[src/rtl/mem_bus_arbiter_pkg.sv]
// Shared types and defaults for the two-requester multiplexed memory bus arbiter.
package mem_bus_pkg;

    localparam int AW_DEF = 8;
    localparam int DW_DEF = 8;
    localparam int NREQ   = 2;

    typedef enum logic [2:0] {
        IDLE,
        ADDR,
        WDATA,
        RWAIT,
        RCAP
    } state_t;

endpackage

[src/rtl/mem_bus_arbiter_if.sv]
// Requester handshakes plus the multiplexed address/data memory bus.
interface mem_bus_arbiter_if
    import mem_bus_pkg::*;
#(
    parameter int AW = AW_DEF,
    parameter int DW = DW_DEF
) ();

    logic          req0_valid;
    logic          req0_we;
    logic [AW-1:0] req0_addr;
    logic [DW-1:0] req0_wdata;
    logic          req0_ready;
    logic          req0_rvalid;

    logic          req1_valid;
    logic          req1_we;
    logic [AW-1:0] req1_addr;
    logic [DW-1:0] req1_wdata;
    logic          req1_ready;
    logic          req1_rvalid;

    logic [DW-1:0] rdata;
    logic [DW-1:0] bus_out;
    logic          bus_oe;
    logic [DW-1:0] bus_in;
    logic          mem_ale;
    logic          mem_we;

    modport master (
        input  req0_valid, req0_we, req0_addr, req0_wdata,
        input  req1_valid, req1_we, req1_addr, req1_wdata,
        input  bus_in,
        output req0_ready, req0_rvalid,
        output req1_ready, req1_rvalid,
        output rdata, bus_out, bus_oe, mem_ale, mem_we
    );

    modport slave (
        output req0_valid, req0_we, req0_addr, req0_wdata,
        output req1_valid, req1_we, req1_addr, req1_wdata,
        output bus_in,
        input  req0_ready, req0_rvalid,
        input  req1_ready, req1_rvalid,
        input  rdata, bus_out, bus_oe, mem_ale, mem_we
    );

endinterface

[src/rtl/mem_bus_arbiter_rr_arb2.sv]
// Two-way round-robin tie-break; last_grant also names the owner of the
// transfer in progress, since it only moves on acceptance.
module rr_arb2
    import mem_bus_pkg::*;
(
    input  logic            CLK,
    input  logic            RST,
    input  logic [NREQ-1:0] i_valid,
    input  logic            i_accept,
    output logic [NREQ-1:0] o_grant,
    output logic            o_last_grant
);

    logic r_last_grant;

    always_comb begin
        o_grant = '0;
        if (i_accept) begin
            unique case (i_valid)
                2'b01:   o_grant = 2'b01;
                2'b10:   o_grant = 2'b10;
                2'b11:   o_grant = r_last_grant ? 2'b01 : 2'b10;
                default: o_grant = 2'b00;
            endcase
        end
    end

    always_ff @(posedge CLK or negedge RST) begin
        if (!RST) begin
            r_last_grant <= 1'b1;
        end else if (|o_grant) begin
            r_last_grant <= o_grant[1];
        end
    end

    assign o_last_grant = r_last_grant;

endmodule

[src/rtl/mem_bus_arbiter.sv]
// Arbitrates two requesters onto a multiplexed address/data memory bus
// with a fixed ADDR/WDATA or ADDR/RWAIT/RCAP sequence.
module mem_bus_arbiter
    import mem_bus_pkg::*;
#(
    parameter int AW = AW_DEF,
    parameter int DW = DW_DEF
) (
    input  logic              CLK,
    input  logic              RST,
    mem_bus_arbiter_if.master bus
);

    state_t          r_state;
    state_t          w_next;
    logic            r_we;
    logic [AW-1:0]   r_addr;
    logic [DW-1:0]   r_wdata;
    logic [DW-1:0]   r_rdata;
    logic [NREQ-1:0] r_rvalid;

    logic [NREQ-1:0] w_valid;
    logic [NREQ-1:0] w_grant;
    logic            w_idle;
    logic            w_accept;
    logic            w_last_grant;
    logic [DW-1:0]   w_bus_out;
    logic            w_bus_oe;
    logic            w_ale;
    logic            w_we;

    assign w_valid = {bus.req1_valid, bus.req0_valid};
    // Ready must stay low while reset is held, even though state reads IDLE.
    assign w_idle  = (r_state == IDLE) && RST;

    rr_arb2 u_arb (
        .CLK          (CLK),
        .RST          (RST),
        .i_valid      (w_valid),
        .i_accept     (w_idle),
        .o_grant      (w_grant),
        .o_last_grant (w_last_grant)
    );

    assign w_accept = |w_grant;

    always_ff @(posedge CLK or negedge RST) begin
        if (!RST) begin
            r_state  <= IDLE;
            r_we     <= 1'b0;
            r_addr   <= '0;
            r_wdata  <= '0;
            r_rdata  <= '0;
            r_rvalid <= '0;
        end else begin
            r_state  <= w_next;
            r_rvalid <= '0;
            if (w_accept) begin
                unique case (1'b1)
                    w_grant[0]: begin
                        r_we    <= bus.req0_we;
                        r_addr  <= bus.req0_addr;
                        r_wdata <= bus.req0_wdata;
                    end
                    w_grant[1]: begin
                        r_we    <= bus.req1_we;
                        r_addr  <= bus.req1_addr;
                        r_wdata <= bus.req1_wdata;
                    end
                    default: ;
                endcase
            end
            if (r_state == RCAP) begin
                r_rdata  <= bus.bus_in;
                r_rvalid <= w_last_grant ? 2'b10 : 2'b01;
            end
        end
    end

    always_comb begin
        w_next    = r_state;
        w_bus_out = '0;
        w_bus_oe  = 1'b0;
        w_ale     = 1'b0;
        w_we      = 1'b0;
        unique case (r_state)
            IDLE: begin
                if (w_accept) w_next = ADDR;
            end
            ADDR: begin
                w_bus_out = DW'(r_addr);
                w_bus_oe  = 1'b1;
                w_ale     = 1'b1;
                w_next    = r_we ? WDATA : RWAIT;
            end
            WDATA: begin
                w_bus_out = r_wdata;
                w_bus_oe  = 1'b1;
                w_we      = 1'b1;
                w_next    = IDLE;
            end
            RWAIT:   w_next = RCAP;
            RCAP:    w_next = IDLE;
            default: w_next = IDLE;
        endcase
    end

    assign bus.req0_ready  = w_grant[0];
    assign bus.req1_ready  = w_grant[1];
    assign bus.req0_rvalid = r_rvalid[0];
    assign bus.req1_rvalid = r_rvalid[1];
    assign bus.rdata       = r_rdata;
    assign bus.bus_out     = w_bus_out;
    assign bus.bus_oe      = w_bus_oe;
    assign bus.mem_ale     = w_ale;
    assign bus.mem_we      = w_we;

endmodule

[src/flat_wrapper.sv]
// flat-port wrapper written by rule: the top's interface ports become plain ports
module mem_bus_arbiter_flat import mem_bus_pkg::*;
#(
    parameter int AW = AW_DEF,
    parameter int DW = DW_DEF
)
  (CLK, RST, bus_req0_valid, bus_req0_we, bus_req0_addr, bus_req0_wdata, bus_req1_valid, bus_req1_we, bus_req1_addr, bus_req1_wdata, bus_bus_in, bus_req0_ready, bus_req0_rvalid, bus_req1_ready, bus_req1_rvalid, bus_rdata, bus_bus_out, bus_bus_oe, bus_mem_ale, bus_mem_we);
  mem_bus_arbiter_if #(.AW(AW), .DW(DW)) bus_i ();
  input  logic CLK;
  input  logic RST;
  input wire logic [$bits(bus_i.req0_valid)-1:0] bus_req0_valid;
  input wire logic [$bits(bus_i.req0_we)-1:0] bus_req0_we;
  input wire logic [$bits(bus_i.req0_addr)-1:0] bus_req0_addr;
  input wire logic [$bits(bus_i.req0_wdata)-1:0] bus_req0_wdata;
  input wire logic [$bits(bus_i.req1_valid)-1:0] bus_req1_valid;
  input wire logic [$bits(bus_i.req1_we)-1:0] bus_req1_we;
  input wire logic [$bits(bus_i.req1_addr)-1:0] bus_req1_addr;
  input wire logic [$bits(bus_i.req1_wdata)-1:0] bus_req1_wdata;
  input wire logic [$bits(bus_i.bus_in)-1:0] bus_bus_in;
  output wire logic [$bits(bus_i.req0_ready)-1:0] bus_req0_ready;
  output wire logic [$bits(bus_i.req0_rvalid)-1:0] bus_req0_rvalid;
  output wire logic [$bits(bus_i.req1_ready)-1:0] bus_req1_ready;
  output wire logic [$bits(bus_i.req1_rvalid)-1:0] bus_req1_rvalid;
  output wire logic [$bits(bus_i.rdata)-1:0] bus_rdata;
  output wire logic [$bits(bus_i.bus_out)-1:0] bus_bus_out;
  output wire logic [$bits(bus_i.bus_oe)-1:0] bus_bus_oe;
  output wire logic [$bits(bus_i.mem_ale)-1:0] bus_mem_ale;
  output wire logic [$bits(bus_i.mem_we)-1:0] bus_mem_we;
  assign bus_i.req0_valid = bus_req0_valid;
  assign bus_i.req0_we = bus_req0_we;
  assign bus_i.req0_addr = bus_req0_addr;
  assign bus_i.req0_wdata = bus_req0_wdata;
  assign bus_i.req1_valid = bus_req1_valid;
  assign bus_i.req1_we = bus_req1_we;
  assign bus_i.req1_addr = bus_req1_addr;
  assign bus_i.req1_wdata = bus_req1_wdata;
  assign bus_i.bus_in = bus_bus_in;
  assign bus_req0_ready = bus_i.req0_ready;
  assign bus_req0_rvalid = bus_i.req0_rvalid;
  assign bus_req1_ready = bus_i.req1_ready;
  assign bus_req1_rvalid = bus_i.req1_rvalid;
  assign bus_rdata = bus_i.rdata;
  assign bus_bus_out = bus_i.bus_out;
  assign bus_bus_oe = bus_i.bus_oe;
  assign bus_mem_ale = bus_i.mem_ale;
  assign bus_mem_we = bus_i.mem_we;
  mem_bus_arbiter #(.AW(AW), .DW(DW)) u_core (.CLK(CLK), .RST(RST), .bus(bus_i));
endmodule
[config.mk]
export PLATFORM = sky130hd
export DESIGN_NAME = mem_bus_arbiter_flat
export DESIGN_NICKNAME = d
export VERILOG_FILES = /design/src/rtl/mem_bus_arbiter_pkg.sv /design/src/rtl/mem_bus_arbiter_if.sv /design/src/rtl/mem_bus_arbiter_rr_arb2.sv /design/src/rtl/mem_bus_arbiter.sv /design/src/flat_wrapper.sv
export SDC_FILE = /design/constraint.sdc
export NUM_CORES = 1
export LEC_CHECK = 0
export BUFFER_PORTS_ARGS = -buffer_cell sky130_fd_sc_hd__buf_2
export CELL_PAD_IN_SITES_DETAIL_PLACEMENT = 1
export CELL_PAD_IN_SITES_GLOBAL_PLACEMENT = 1
export CORE_MARGIN = 5
export CORE_UTILIZATION = 29
export CTS_CLUSTER_SIZE = 24
export DETAILED_ROUTE_END_ITERATION = 8
export PLACE_DENSITY = 0.76
export SKIP_LAST_GASP = 1
export SLEW_MARGIN = 20
export SYNTH_ARGS = -nofsm -noshare
export SYNTH_HDL_FRONTEND = slang
export SYNTH_SLANG_ARGS = --single-unit
[constraint.sdc]
create_clock -name CLK -period 2 [get_ports CLK]
set_input_delay 0.1 -clock CLK [delete_from_list [all_inputs] [get_ports CLK]]
set_output_delay 0.1 -clock CLK [all_outputs]
set_load 0.01 [all_outputs]
==> reports/qor.yml <==
hp-class: "in -> reg"
p_comb_share_pct: 45.6
setup_ws_ps: 207.3
vias: 1281
cp_max_fo: 6
worstPathRequired_ps: 1900
yosys_most_used_dff: "dfrtp_1"
relSlewSlack_pct: 48.34
rsz0062_at_grt: "no"
fin_crit_ps: 1793
place_hpwl_mm: 3.172
hold_depth: 2
die_h_um: 80.56
port_buffers: 68
n_fill_cell: 568
first_pass_iters: 4
numCtsBuffers: 5
grt_pass1_wl_mm: 6.817
start_kind: "flip-flop"
finalPower_uw: 3009
antenna_cells: 0
p_clk_share_pct: 17.1
drive_gt1_share_pct: 52.43
worstSetupEndpointType: "primary output"
p_int_uw: 1904
tightest_slew_ps: 771.4
dieArea_um2: 6490
final_nets: 230
drc: 0
final_cell_mix: "68 x buf_2, 30 x dfrtp_1, 17 x o32ai_1, 17 x a2bb2oi_1"
hold_ws_ps: 11.85
synthCells: 112
rrSetupSlack_ps: 470
wl_per_cell_um: 17.46
fin_crit_sh_pct: 89.64
syn_nets: 158
p_leak_uw: 0.0009462
r2r_cells: 4
async_reset_ff_share_pct: 100.0
powerDensity_nw_per_um2: 1528
synth_cell_types: 26
grt_use_total_pct: 13.97
rr_startpoint: "u_core.r_state[1]"
cts-root-buf: "clkbuf_8"
synth_warnings: 0
vdd_drop_max_mv: 0.7029
share_seq_of_total_power_pct: 37.4
max_freq_mhz: 557.8
r2r_end: "u_core.r_wdata[7]"
syn_to_final_growth_pct: 36.40
htreeDepth: 2
max_cap_violations: 0
drt_wl_total_mm: 4.400
initial_core_util_pct: 30.17
netlist_area_um2: 1444
tns_ps: 0
antenna_found_initial: 0
clk_pin_slew_ps: 70
hp-start: "bus_req0_valid"
hold_violations: 0
drtIter0Drc: 69
finalClockSkew_ps: 8.865
final_max_slew_viol_count: 0
antenna_left: 0
critPathKind: "reg -> out"
grt_max_degree: 32
grt-ovfl-total: 0
cts_resized: 0
layout_commonest_cell: "buf_2"
clk_latency_ps: 280
grt_pass1_vias: 1358
swShare_pct: 36.71
clock_sinks: 31
synth_edf_count: 0
dp_slack_ps: 492.9
holdPathEnd: "u_core.u_arb.o_last_grant"
io_pins: 69
arrival_ps: 1690
yosysSeqAreaShare_pct: 53.81
die_w_um: 80.56
place_congestion: 0.7415
core_area_um2: 4786
rows: 25
viasPerCell: 5.083
setup_violations: 0
cts-root-to-sink-buffers: 2
syn_avg_cell_area_um2: 12.89
ys_ff_latch: 31
switchingPower_uw: 1104
cts_tree: "done"
status: "finished clean"
cell usage after synthesis (2+ instances only):
| library cell | instances | share of area [%] |
|---|---|---|
| a22o_1 | 8 | 4.9 |
| nor2b_1 | 2 | 0.87 |
| dfrtp_1 | 30 | 52 |
| clkbuf_1 | 3 | 0.78 |
| mux2_2 | 8 | 6.2 |
| buf_2 | 6 | 2.1 |
| inv_1 | 2 | 0.52 |
| nor3b_1 | 3 | 1.6 |
| o32ai_1 | 17 | 10 |
| a2bb2oi_1 | 17 | 10 |
through the flow:
step	area [µm²]	util (%)	std cells
3_3_place_gp	1866	38.98	243
5_1_grt	1969	41.15	252
6_report	1969	41.15	252
2_1_floorplan	1444	-	112
3_5_place_dp	1868	39.03	243
4_1_cts	1969	41.15	252
kinds of logic (layout without fill, tap and decap cells):
logic type      after synthesis  after routing  synth area share, %
mux                           8              8                6.239
compound gates               47             47                27.99
buf+inv                      14             87                4.939
flops                        31             31                53.81
simple gates                 12             12                7.019
flip-flops by register name, indices dropped and copies added (netlist names):
register	count
u_core.r_addr	8
u_core.u_arb.o_last_grant	1
u_core.bus.rdata	8
u_core.r_wdata	8
u_core.r_rvalid	2
u_core.r_state	3
u_core.r_we	1
final cells by class:
| type | count | area (µm²) | area share [%] |
|---|---|---|---|
| clock inverter | 1 | 5.005 | 0.2541 |
| inverter | 3 | 11.26 | 0.5718 |
| timing repair buffer | 76 | 402.9 | 20.46 |
| clock buffer | 7 | 86.33 | 4.384 |
| tap | 67 | 83.83 | 4.257 |
| multi-input combinational | 67 | 603.1 | 30.62 |
| sequential | 31 | 777.0 | 39.45 |
worst max-delay path, cell delays in order, from the launching register on:
cell,delay [ps]
dfrtp_1,470
nor4b_4,370
buf_4,210
inv_1,60
nor3_1,140
buf_2,160
how the worst max path moves through the flow:
stage                                   start                 to  slack (ps)  depth (start not counted)
floorplan                   u_core.r_state[1]     bus_req0_ready         600                          4
global placement    u_core.u_arb.o_last_grant   u_core.r_addr[7]         260                          3
detailed placement          u_core.r_state[1]  u_core.r_wdata[7]         490                          4
CTS                         u_core.r_state[1]     bus_req0_ready         180                          5
global route                u_core.r_state[1]     bus_req0_ready          80                          5
finish                      u_core.r_state[1]     bus_req0_ready         210                          5
timing repair:
item,CTS,global route
hold buffers,1,0
setup buffers,0,0
hold endpoints to repair,30,0
power by group through the flow:
stage / Combinational, µW / Clock (µW) / Sequential, µW
floorplan: 861 / 0 / 1120
global placement: 1360 / 0 / 1120
detailed placement: 1390 / 0 / 1130
CTS: 1390 / 525 / 1130
global route: 1500 / 560 / 1170
finish: 1370 / 513 / 1120
metal layers:
metal | share of wire [%] | GRT usage [%] | routed length [µm] | vias up
met5 | 0 | 0 | 0 | -
met4 | 1.2 | 5.068 | 53 | 0
met3 | 4.5 | 2.915 | 196 | 5
met2 | 48 | 21.85 | 2125 | 40
met1 | 46 | 18.93 | 2025 | 642
li1 | - | - | - | 594
No activity file was read; power rests on OpenSTA's default activity.
